## config.mk

```make
export PLATFORM = sky130hd
export DESIGN_NAME = dbg_csr_bridge
export DESIGN_NICKNAME = d
export VERILOG_FILES = /design/src/rtl/dbg_csr_bridge.sv
export SDC_FILE = /design/constraint.sdc
export NUM_CORES = 1
export LEC_CHECK = 0
export BUFFER_PORTS_ARGS = -buffer_cell sky130_fd_sc_hd__buf_2
export CAP_MARGIN = 25
export CORE_MARGIN = 2
export CORE_UTILIZATION = 49
export DETAILED_ROUTE_END_ITERATION = 16
export GPL_ROUTABILITY_DRIVEN = 0
export PLACE_DENSITY_LB_ADDON = 0.2
export SYNTH_ARGS = -nofsm -noshare
export SYNTH_HDL_FRONTEND = slang
export SYNTH_SLANG_ARGS = --single-unit
```

## constraint.sdc

```tcl
create_clock -name i_clk -period 3.7 [get_ports i_clk]
set_input_delay 0.555 -clock i_clk [delete_from_list [all_inputs] [get_ports i_clk]]
set_output_delay 0.555 -clock i_clk [all_outputs]
set_load 0.01 [all_outputs]
```

## src/rtl/dbg_csr_bridge.sv

```systemverilog
// rtl/dbg_csr_bridge.sv - debug-port CSR access bridge onto interconnect master 1
// One outstanding transaction with a timeout; responses that arrive after a timeout are drained.
module dbg_csr_bridge #(
  parameter int TMO_BITS  = 8,
  parameter int TMO_LIMIT = 255
) (
  input  logic        i_clk,
  input  logic        i_nrst,
  input  logic        i_dport_req_valid,
  output logic        o_dport_req_ready,
  input  logic        i_dport_write,
  input  logic [11:0] i_dport_addr,
  input  logic [63:0] i_dport_wdata,
  output logic        o_dport_resp_valid,
  input  logic        i_dport_resp_ready,
  output logic [63:0] o_dport_rdata,
  output logic        o_dport_error,
  output logic        o_csr_req_valid,
  input  logic        i_csr_req_ready,
  output logic [1:0]  o_csr_req_type,
  output logic [11:0] o_csr_req_addr,
  output logic [63:0] o_csr_req_data,
  input  logic        i_csr_resp_valid,
  output logic        o_csr_resp_ready,
  input  logic [63:0] i_csr_resp_data,
  input  logic        i_csr_resp_exception
);

  localparam logic [TMO_BITS-1:0] TMO_LAST = TMO_BITS'(TMO_LIMIT - 1);
  localparam logic [1:0] TYPE_READ  = 2'b01;
  localparam logic [1:0] TYPE_WRITE = 2'b10;

  typedef enum logic [1:0] {
    S_IDLE,
    S_REQ,
    S_WAIT_RESP,
    S_RESP
  } state_e;

  state_e              state_q, state_d;
  logic                drop_q, drop_d;
  logic [TMO_BITS-1:0] tmo_q, tmo_d;
  logic [1:0]          type_q, type_d;
  logic [11:0]         addr_q, addr_d;
  logic [63:0]         wdata_q, wdata_d;
  logic [63:0]         rdata_q, rdata_d;
  logic                error_q, error_d;
  logic                tmo_hit;

  assign tmo_hit = (tmo_q == TMO_LAST);

  always_comb begin
    state_d            = state_q;
    drop_d             = drop_q;
    tmo_d              = tmo_q;
    type_d             = type_q;
    addr_d             = addr_q;
    wdata_d            = wdata_q;
    rdata_d            = rdata_q;
    error_d            = error_q;
    o_dport_req_ready  = 1'b0;
    o_dport_resp_valid = 1'b0;
    o_csr_req_valid    = 1'b0;
    // A pending late response must always be sinkable, whatever the state.
    o_csr_resp_ready   = drop_q;

    case (state_q)
      S_IDLE: begin
        o_dport_req_ready = !drop_q;
        if (i_dport_req_valid && !drop_q) begin
          type_d  = i_dport_write ? TYPE_WRITE : TYPE_READ;
          addr_d  = i_dport_addr;
          wdata_d = i_dport_wdata;
          tmo_d   = '0;
          state_d = S_REQ;
        end
      end
      S_REQ: begin
        o_csr_req_valid = 1'b1;
        tmo_d           = tmo_q + 1'b1;
        if (i_csr_req_ready) begin
          tmo_d   = '0;
          state_d = S_WAIT_RESP;
        end else if (tmo_hit) begin
          rdata_d = '0;
          error_d = 1'b1;
          state_d = S_RESP;
        end
      end
      S_WAIT_RESP: begin
        o_csr_resp_ready = 1'b1;
        tmo_d            = tmo_q + 1'b1;
        if (i_csr_resp_valid) begin
          rdata_d = (type_q == TYPE_WRITE) ? 64'd0 : i_csr_resp_data;
          error_d = i_csr_resp_exception;
          state_d = S_RESP;
        end else if (tmo_hit) begin
          rdata_d = '0;
          error_d = 1'b1;
          drop_d  = 1'b1;
          state_d = S_RESP;
        end
      end
      S_RESP: begin
        o_dport_resp_valid = 1'b1;
        if (i_dport_resp_ready) state_d = S_IDLE;
      end
      default: state_d = S_IDLE;
    endcase

    // drop_q is never set while in WAIT_RESP, so this only ever eats a stale response.
    if (drop_q && i_csr_resp_valid) drop_d = 1'b0;
  end

  always_ff @(posedge i_clk or negedge i_nrst) begin
    if (!i_nrst) begin
      state_q <= S_IDLE;
      drop_q  <= 1'b0;
      tmo_q   <= '0;
      type_q  <= '0;
      addr_q  <= '0;
      wdata_q <= '0;
      rdata_q <= '0;
      error_q <= 1'b0;
    end else begin
      state_q <= state_d;
      drop_q  <= drop_d;
      tmo_q   <= tmo_d;
      type_q  <= type_d;
      addr_q  <= addr_d;
      wdata_q <= wdata_d;
      rdata_q <= rdata_d;
      error_q <= error_d;
    end
  end

  assign o_csr_req_type = type_q;
  assign o_csr_req_addr = addr_q;
  assign o_csr_req_data = wdata_q;
  assign o_dport_rdata  = rdata_q;
  assign o_dport_error  = error_q;

endmodule

```

==> impl_metrics.sql, run 1 <==
INSERT INTO impl_metrics (metric_group, metric, value, unit) VALUES
('status', 'status', 'completed', ''),
('final_layout', 'final_cell_mix', '293 x sky130_fd_sc_hd__buf_2, 154 x sky130_fd_sc_hd__dfrtp_1, 78 x sky130_fd_sc_hd__mux2_2', ''),
('critical_path', 'startpoint_type', 'flip-flop', ''),
('critical_path', 'worst-setup-path-type', 'reg2reg', ''),
('cts', 'clock_sink_count', '154', ''),
('final_layout', 'antenna_cells_inserted', '0', ''),
('die', 'die_y', '114.0', 'um'),
('logic_synthesis', 'ys_seq_area_frac', '0.6501', ''),
('route', 'postRouteAntennaNets', '0', ''),
('die', 'placeableCoreArea', '11910', 'um2'),
('final_layout', 'design.final.nets', '847', ''),
('route', 'vias', '4471', ''),
('global_routing', 'grt_start_max_net_pins', '92', ''),
('sta', 'min_period_over_period', '0.6426', ''),
('cts', 'htreeDepth', '4', ''),
('cts', 'cts_max_path_buffers', '2', ''),
('route', 'wl', '14.71', 'mm'),
('sta', 'maxSlewHeadroom', '0.3640', ''),
('die', 'die_area', '12990', 'um2'),
('sta', 'tightest_slew', '0.9541', 'ns'),
('critical_path', 'timing.critical_path.arrival', '2.67', 'ns'),
('logic_synthesis', 'netlist_instances', '395', ''),
('power', 'pwr_density_cell', '908.6', 'nW/um2'),
('logic_synthesis', 'synth_flop_cell', 'sky130_fd_sc_hd__dfrtp_1', ''),
('sta', 'report.final.slew_viol_count', '0', ''),
('die', 'std_cell_rows', '40', ''),
('route', 'number_of_remaining_drc_errors', '0', ''),
('global_routing', 'antenna_found_initial', '1', ''),
('final_layout', 'layout-drive-gt1-share', '0.5895', ''),
('route', 'routed_vias_inst', '5.254', ''),
('sta', 'finalCriticalPeriod', '2.378', 'ns'),
('global_routing', 'global_route.usage.total', '0.2261', ''),
('sta', 'grt_setup_unrepaired', 'false', ''),
('cts', 'cts_tree', 'yes', ''),
('route', 'route.detailed.wl_per_inst', '17.28', 'um'),
('global_routing', 'first_pass_grt_wire_length', '22.75', 'mm'),
('power', 'p_leak', '4.190', 'nW'),
('logic_synthesis', 'net_count_after_synthesis', '551', ''),
('logic_synthesis', 'synth_cell_types', '30', ''),
('global_routing', 'via_count_of_the_first_global_routing_pass', '4492', ''),
('critical_path', 'setup.worst_path.end_class', 'flip-flop', ''),
('sta', 'timing.fmax', '420.6', 'MHz'),
('logic_synthesis', 'synth_enable_flop_cells', '0', ''),
('route', 'drt_first_pass_iters', '4', ''),
('cts', 'cts-buffers-inserted', '17', ''),
('cts', 'cts_hold_buffers', '0', ''),
('critical_path', 'path_max_fanout', '26', ''),
('place', 'hpwlAfterDp', '10.62', 'mm'),
('sta', 'hold_viol_final', '0', ''),
('sta', 'finalSetupViolCount', '0', ''),
('die', 'top_level_ports', '295', ''),
('place', 'place.port_buffers', '294', ''),
('hold_path', 'timing.hold.worst.class', 'in2async', ''),
('global_routing', 'grt.overflow.total', '0', ''),
('flow_run', 'max-cap-violations', '0', ''),
('route', 'detailedRoute.firstIterationViolations', '254', ''),
('power', 'post-layout-total-power', '7.369', 'mW'),
('cts', 'postCtsSetupRepairBufs', '0', ''),
('cts', 'post_cts_sizing', '0', ''),
('power', 'power.ir.vdd_worst', '0.4498', 'mV'),
('logic_synthesis', 'yosys_register_bits', '154', ''),
('cts', 'cts.clk_slew.worst_paths', '0.06', 'ns'),
('final_layout', 'layout_area_growth_over_synthesis', '36.81', '%'),
('logic_synthesis', 'yosys_warnings', '0', ''),
('die', 'start_util', '0.4977', ''),
('logic_synthesis', 'avgSynthCellArea', '15.01', 'um2'),
('sta', 'final.setup.tns', '0', 'ns'),
('sta', 'finClkSkew', '0.006426', 'ns'),
('critical_path', 'critPathRequiredTime', '3.99', 'ns'),
('cts', 'ctsRootBufferMaster', 'sky130_fd_sc_hd__clkbuf_16', ''),
('die', 'die-width', '114.0', 'um'),
('final_layout', 'most_common_cell_after_layout_fill_and_taps_aside', 'sky130_fd_sc_hd__buf_2', ''),
('logic_synthesis', 'proportion_of_synthesized_flip_flops_having_asynchronous_set_or_reset', '1.000', ''),
('cts', 'insertion_delay', '0.41', 'ns'),
('logic_synthesis', 'netlist_area', '5928', 'um2');
## per-stage QoR
step                area (um2)  std cells  setup slack, ns  utilization  hold slack (ns)
CTS                       8110        851            1.290       0.6809           0.1274
detailed placement        7546        819            1.285       0.6335           0.4767
floorplan                 5928        395            1.760            -           0.2594
global route              8110        851            1.142       0.6809           0.1455
global placement          7546        819            1.387       0.6335           0.4683
finish                    8110        851            1.322       0.6809           0.1072
## cells in the mapped netlist, types with 4 or more instances
master                      n  area [um2]
sky130_fd_sc_hd__a21oi_1    9       45.04
sky130_fd_sc_hd__a22o_1    64       560.5
sky130_fd_sc_hd__buf_2     14       70.07
sky130_fd_sc_hd__buf_6      6       67.56
sky130_fd_sc_hd__dfrtp_1  154        3854
sky130_fd_sc_hd__ha_1       8       100.1
sky130_fd_sc_hd__inv_1      7       26.28
sky130_fd_sc_hd__mux2_2    78       878.3
sky130_fd_sc_hd__nand2_1    8       30.03
sky130_fd_sc_hd__nor2_1     7       26.28
sky130_fd_sc_hd__o21ai_0    9       45.04
sky130_fd_sc_hd__o31ai_1    4       30.03
## layer usage
layer / global-route usage / vias up / routed length [um]
li1: - / 2045 / -
met1: 0.2836 / 2195 / 5943
met2: 0.3591 / 203 / 7180
met3: 0.07970 / 26 / 1236
met4: 0.09431 / 2 / 331
met5: 0 / - / 13
## worst max-delay path, cell delays in order, from the launching register on
cell	delay, ns
sky130_fd_sc_hd__dfrtp_1	0.44
sky130_fd_sc_hd__inv_1	0.13
sky130_fd_sc_hd__ha_1	0.21
sky130_fd_sc_hd__inv_1	0.11
sky130_fd_sc_hd__nor2_4	0.60
sky130_fd_sc_hd__buf_4	0.39
sky130_fd_sc_hd__mux2_2	0.37
## logic make-up after synthesis
group                      after synthesis  share of synthesized area
AOI/OAI and AO/OA                       92                     0.1243
xor gates and xnor gates                 1                   0.001478
adders and majority gates                8                    0.01689
buffers and inverters                   29                    0.02892
DFF                                    154                     0.6501
muxes                                   78                     0.1482
and+or+nand+nor                         33                    0.03018
## layout make-up
| cell class | count | area (um2) |
|---|---|---|
| flip-flops and latches | 154 | 3854 |
| clock buffers | 26 | 529.3 |
| repair buffers | 299 | 1553 |
| inverters | 7 | 26.28 |
| fillers | 891 | 3801 |
| multi-input cells | 212 | 1929 |
| clock inverters | 6 | 35.03 |
| well taps | 147 | 183.9 |
## worst paths after layout
path	startpoint	endpoint	slack, ns	cells past startpoint
max	state_q[1]	o_csr_req_data[63]	1.32	6
min	i_nrst	o_dport_rdata[33]	0.11	1
max reg2reg	state_q[1]	o_csr_req_data[63]	1.32	6
min reg2reg	o_dport_rdata[8]	o_dport_rdata[8]	0.49	1
max in group asynchronous	i_nrst	o_csr_req_data[53]	2.67	2
min in group i_clk	i_csr_resp_valid	drop_q	0.31	2
## registers in the layout, indices dropped and copies added, names as in the netlist
signal,cells
tmo_q,8
drop_q,1
o_dport_rdata,64
o_dport_error,1
o_csr_req_data,64
state_q,2
o_csr_req_type,2
o_csr_req_addr,12
## report_power, final
group	total (mW)	switching (mW)	internal, mW
Clock	1.61	0.636	0.979
Combinational	2.83	1.41	1.42
Sequential	2.92	0.417	2.51
(Power assumes the default switching activity.)
==> run 2: changes to the inputs <==
--- a/config.mk
+++ b/config.mk
@@ -8,7 +8,7 @@
 export BUFFER_PORTS_ARGS = -buffer_cell sky130_fd_sc_hd__buf_2
 export CAP_MARGIN = 25
 export CORE_MARGIN = 2
-export CORE_UTILIZATION = 49
+export CORE_UTILIZATION = 41
 export DETAILED_ROUTE_END_ITERATION = 16
 export GPL_ROUTABILITY_DRIVEN = 0
 export PLACE_DENSITY_LB_ADDON = 0.2
==> constraint.sdc (replaced) <==
create_clock -name i_clk -period 2 [get_ports i_clk]
set_input_delay 0.3 -clock i_clk [delete_from_list [all_inputs] [get_ports i_clk]]
set_output_delay 0.3 -clock i_clk [all_outputs]
set_load 0.01 [all_outputs]
==> impl_metrics.sql, run 2 (synthesis gave the netlist of run 1 again) <==
INSERT INTO impl_metrics (metric_group, metric, value, unit) VALUES
('status', 'status', 'completed', ''),
('route', 'drt_first_pass_iters', '5', ''),
('power', 'post-layout-total-power', '14.03', 'mW'),
('route', 'postRouteAntennaNets', '0', ''),
('die', 'std_cell_rows', '43', ''),
('sta', 'hold_ws', '0.05563', 'ns'),
('sta', 'report.final.slew_viol_count', '0', ''),
('cts', 'cts_tree', 'yes', ''),
('place', 'place.port_buffers', '294', ''),
('power', 'power.ir.vdd_worst', '1.022', 'mV'),
('die', 'start_util', '0.4238', ''),
('sta', 'min_period_over_period', '0.9446', ''),
('final_layout', 'fin_util', '0.5984', ''),
('power', 'combPwrFrac', '0.387', ''),
('critical_path', 'timing.critical_path.arrival', '1.59', 'ns'),
('route', 'number_of_remaining_drc_errors', '0', ''),
('hold_path', 'timing.hold.worst.class', 'in2reg', ''),
('global_routing', 'grt_start_max_net_pins', '65', ''),
('route', 'routed_vias_inst', '5.068', ''),
('global_routing', 'first_pass_grt_wire_length', '25.49', 'mm'),
('die', 'die_area', '15440', 'um2'),
('flow_run', 'max-cap-violations', '0', ''),
('power', 'power.clock.fraction', '0.224', ''),
('power', 'p_leak', '4.302', 'nW'),
('route', 'wl', '15.94', 'mm'),
('sta', 'timing.fmax', '529.3', 'MHz'),
('route', 'route.detailed.wl_per_inst', '17.65', 'um'),
('die', 'die_y', '124.2', 'um'),
('sta', 'hold_viol_final', '0', ''),
('final_layout', 'design.final.nets', '866', ''),
('critical_path', 'critPathRequiredTime', '1.70', 'ns'),
('critical_path', 'startpoint_type', 'flip-flop', ''),
('critical_path', 'setup.worst_path.end_class', 'primary output', ''),
('global_routing', 'via_count_of_the_first_global_routing_pass', '4912', ''),
('final_layout', 'final_cell_mix', '293 x sky130_fd_sc_hd__buf_2, 153 x sky130_fd_sc_hd__dfrtp_1, 78 x sky130_fd_sc_hd__mux2_2', ''),
('cts', 'cts.clk_slew.worst_paths', '0.06', 'ns'),
('cts', 'cts-buffers-inserted', '17', ''),
('die', 'top_level_ports', '295', ''),
('cts', 'htreeDepth', '4', ''),
('power', 'power.sequential.fraction', '0.389', ''),
('critical_path', 'worst-setup-path-type', 'reg2out', ''),
('sta', 'grt_setup_unrepaired', 'false', ''),
('final_layout', 'antenna_cells_inserted', '0', ''),
('power', 'power_report.internal_total', '9.308', 'mW'),
('cts', 'cts_max_path_buffers', '2', ''),
('sta', 'finalCriticalPeriod', '1.889', 'ns'),
('sta', 'final.setup.tns', '0', 'ns'),
('sta', 'tightest_slew', '0.5254', 'ns'),
('die', 'placeableCoreArea', '13990', 'um2'),
('sta', 'finClkSkew', '0.007540', 'ns'),
('cts', 'clock_sink_count', '154', ''),
('route', 'vias', '4576', ''),
('route', 'detailedRoute.firstIterationViolations', '180', ''),
('power', 'power.share.switching', '0.3364', ''),
('global_routing', 'global_route.usage.total', '0.2067', ''),
('critical_path', 'path_max_fanout', '5', ''),
('final_layout', 'layout-drive-gt1-share', '0.6058', ''),
('cts', 'ctsRootBufferMaster', 'sky130_fd_sc_hd__clkbuf_16', ''),
('final_layout', 'post_layout_nonfiller_instances', '903', ''),
('die', 'die-width', '124.2', 'um'),
('cts', 'insertion_delay', '0.42', 'ns'),
('power', 'netSwitchingPower', '4.719', 'mW'),
('sta', 'maxSlewHeadroom', '0.6497', ''),
('global_routing', 'grt.overflow.total', '0', ''),
('final_layout', 'most_common_cell_after_layout_fill_and_taps_aside', 'sky130_fd_sc_hd__buf_2', ''),
('global_routing', 'antenna_found_initial', '0', ''),
('place', 'dpl.cell_count', '863', ''),
('power', 'pwr_density_cell', '1676', 'nW/um2'),
('sta', 'finalSetupViolCount', '0', ''),
('place', 'hpwlAfterDp', '11.12', 'mm'),
('final_layout', 'layout_area_growth_over_synthesis', '41.20', '%');
-- run 2: changes by cell type in the layout (fill, tap and decap cells not counted), sizes merged --
cell / change
buf: +17
bufinv: +1
inv: +2
clkbuf: -2
dlygate4sd3: +1
-- run 2: through the flow --
| stage | area, um2 | worst slack (ns) |
|---|---|---|
| global placement | 7682 | 0.1296 |
| finish | 8371 | 0.1109 |
| detailed placement | 7682 | 0.1185 |
| floorplan | 5928 | 0.05994 |
| CTS | 8277 | 0.05241 |
| global route | 8371 | 0.01060 |
-- run 2: routing by layer --
metal | track usage | vias up | routed length, um
li1 | - | 2080 | -
met1 | 0.2459 | 2256 | 6335
met2 | 0.3455 | 223 | 7974
met3 | 0.08003 | 17 | 1391
met4 | 0.06675 | 0 | 240
met5 | 0 | - | 0
-- run 2: critical path, cell delays in order (launching register included) --
cell	delay (ns)
sky130_fd_sc_hd__dfrtp_1	0.37
sky130_fd_sc_hd__inv_1	0.10
sky130_fd_sc_hd__ha_1	0.25
sky130_fd_sc_hd__or2_2	0.30
sky130_fd_sc_hd__buf_2	0.14
-- run 2: final cells by class --
cell class              count  area (um2)
clock buffers              23       498.0
clock inverters             9       86.33
fillers                  1131        5618
inverters                   7       26.28
multi-input cells         212        1941
flip-flops and latches    154        3855
well taps                 180       225.2
repair buffers            318        1739
-- run 2: worst paths after layout --
path                                   start                  to  slack [ns]  depth (start not counted)
setup / recovery                  state_q[0]    o_csr_resp_ready        0.11                          4
min in group asynchronous             i_nrst   o_dport_rdata[45]        0.41                          2
hold reg to reg            o_dport_rdata[33]   o_dport_rdata[33]        0.49                          1
max in group asynchronous             i_nrst  o_csr_req_data[18]        0.94                          3
setup reg to reg                  state_q[0]   o_dport_rdata[39]        0.11                          9
hold / removal              i_csr_resp_valid              drop_q        0.06                          2
-- run 2: what timing repair did --
| action | in CTS | in global routing |
|---|---|---|
| buffers inserted | 0 | 5 |
| setup endpoints to repair | 0 | 117 |
| hold buffers | 1 | 0 |
| endpoints found under the hold margin | 49 | 0 |
| gates resized for setup | 0 | 6 |
-- run 2: power by group through the flow --
| stage | clock network [mW] | registers, mW | logic [mW] |
|---|---|---|---|
| after floorplan | 0 | 6.15 | 2.23 |
| after global placement | 0 | 5.44 | 5.22 |
| after detailed placement | 0 | 5.46 | 5.37 |
| after CTS | 3.22 | 5.46 | 5.40 |
| after global routing | 3.37 | 5.66 | 5.88 |
| final | 3.14 | 5.45 | 5.44 |
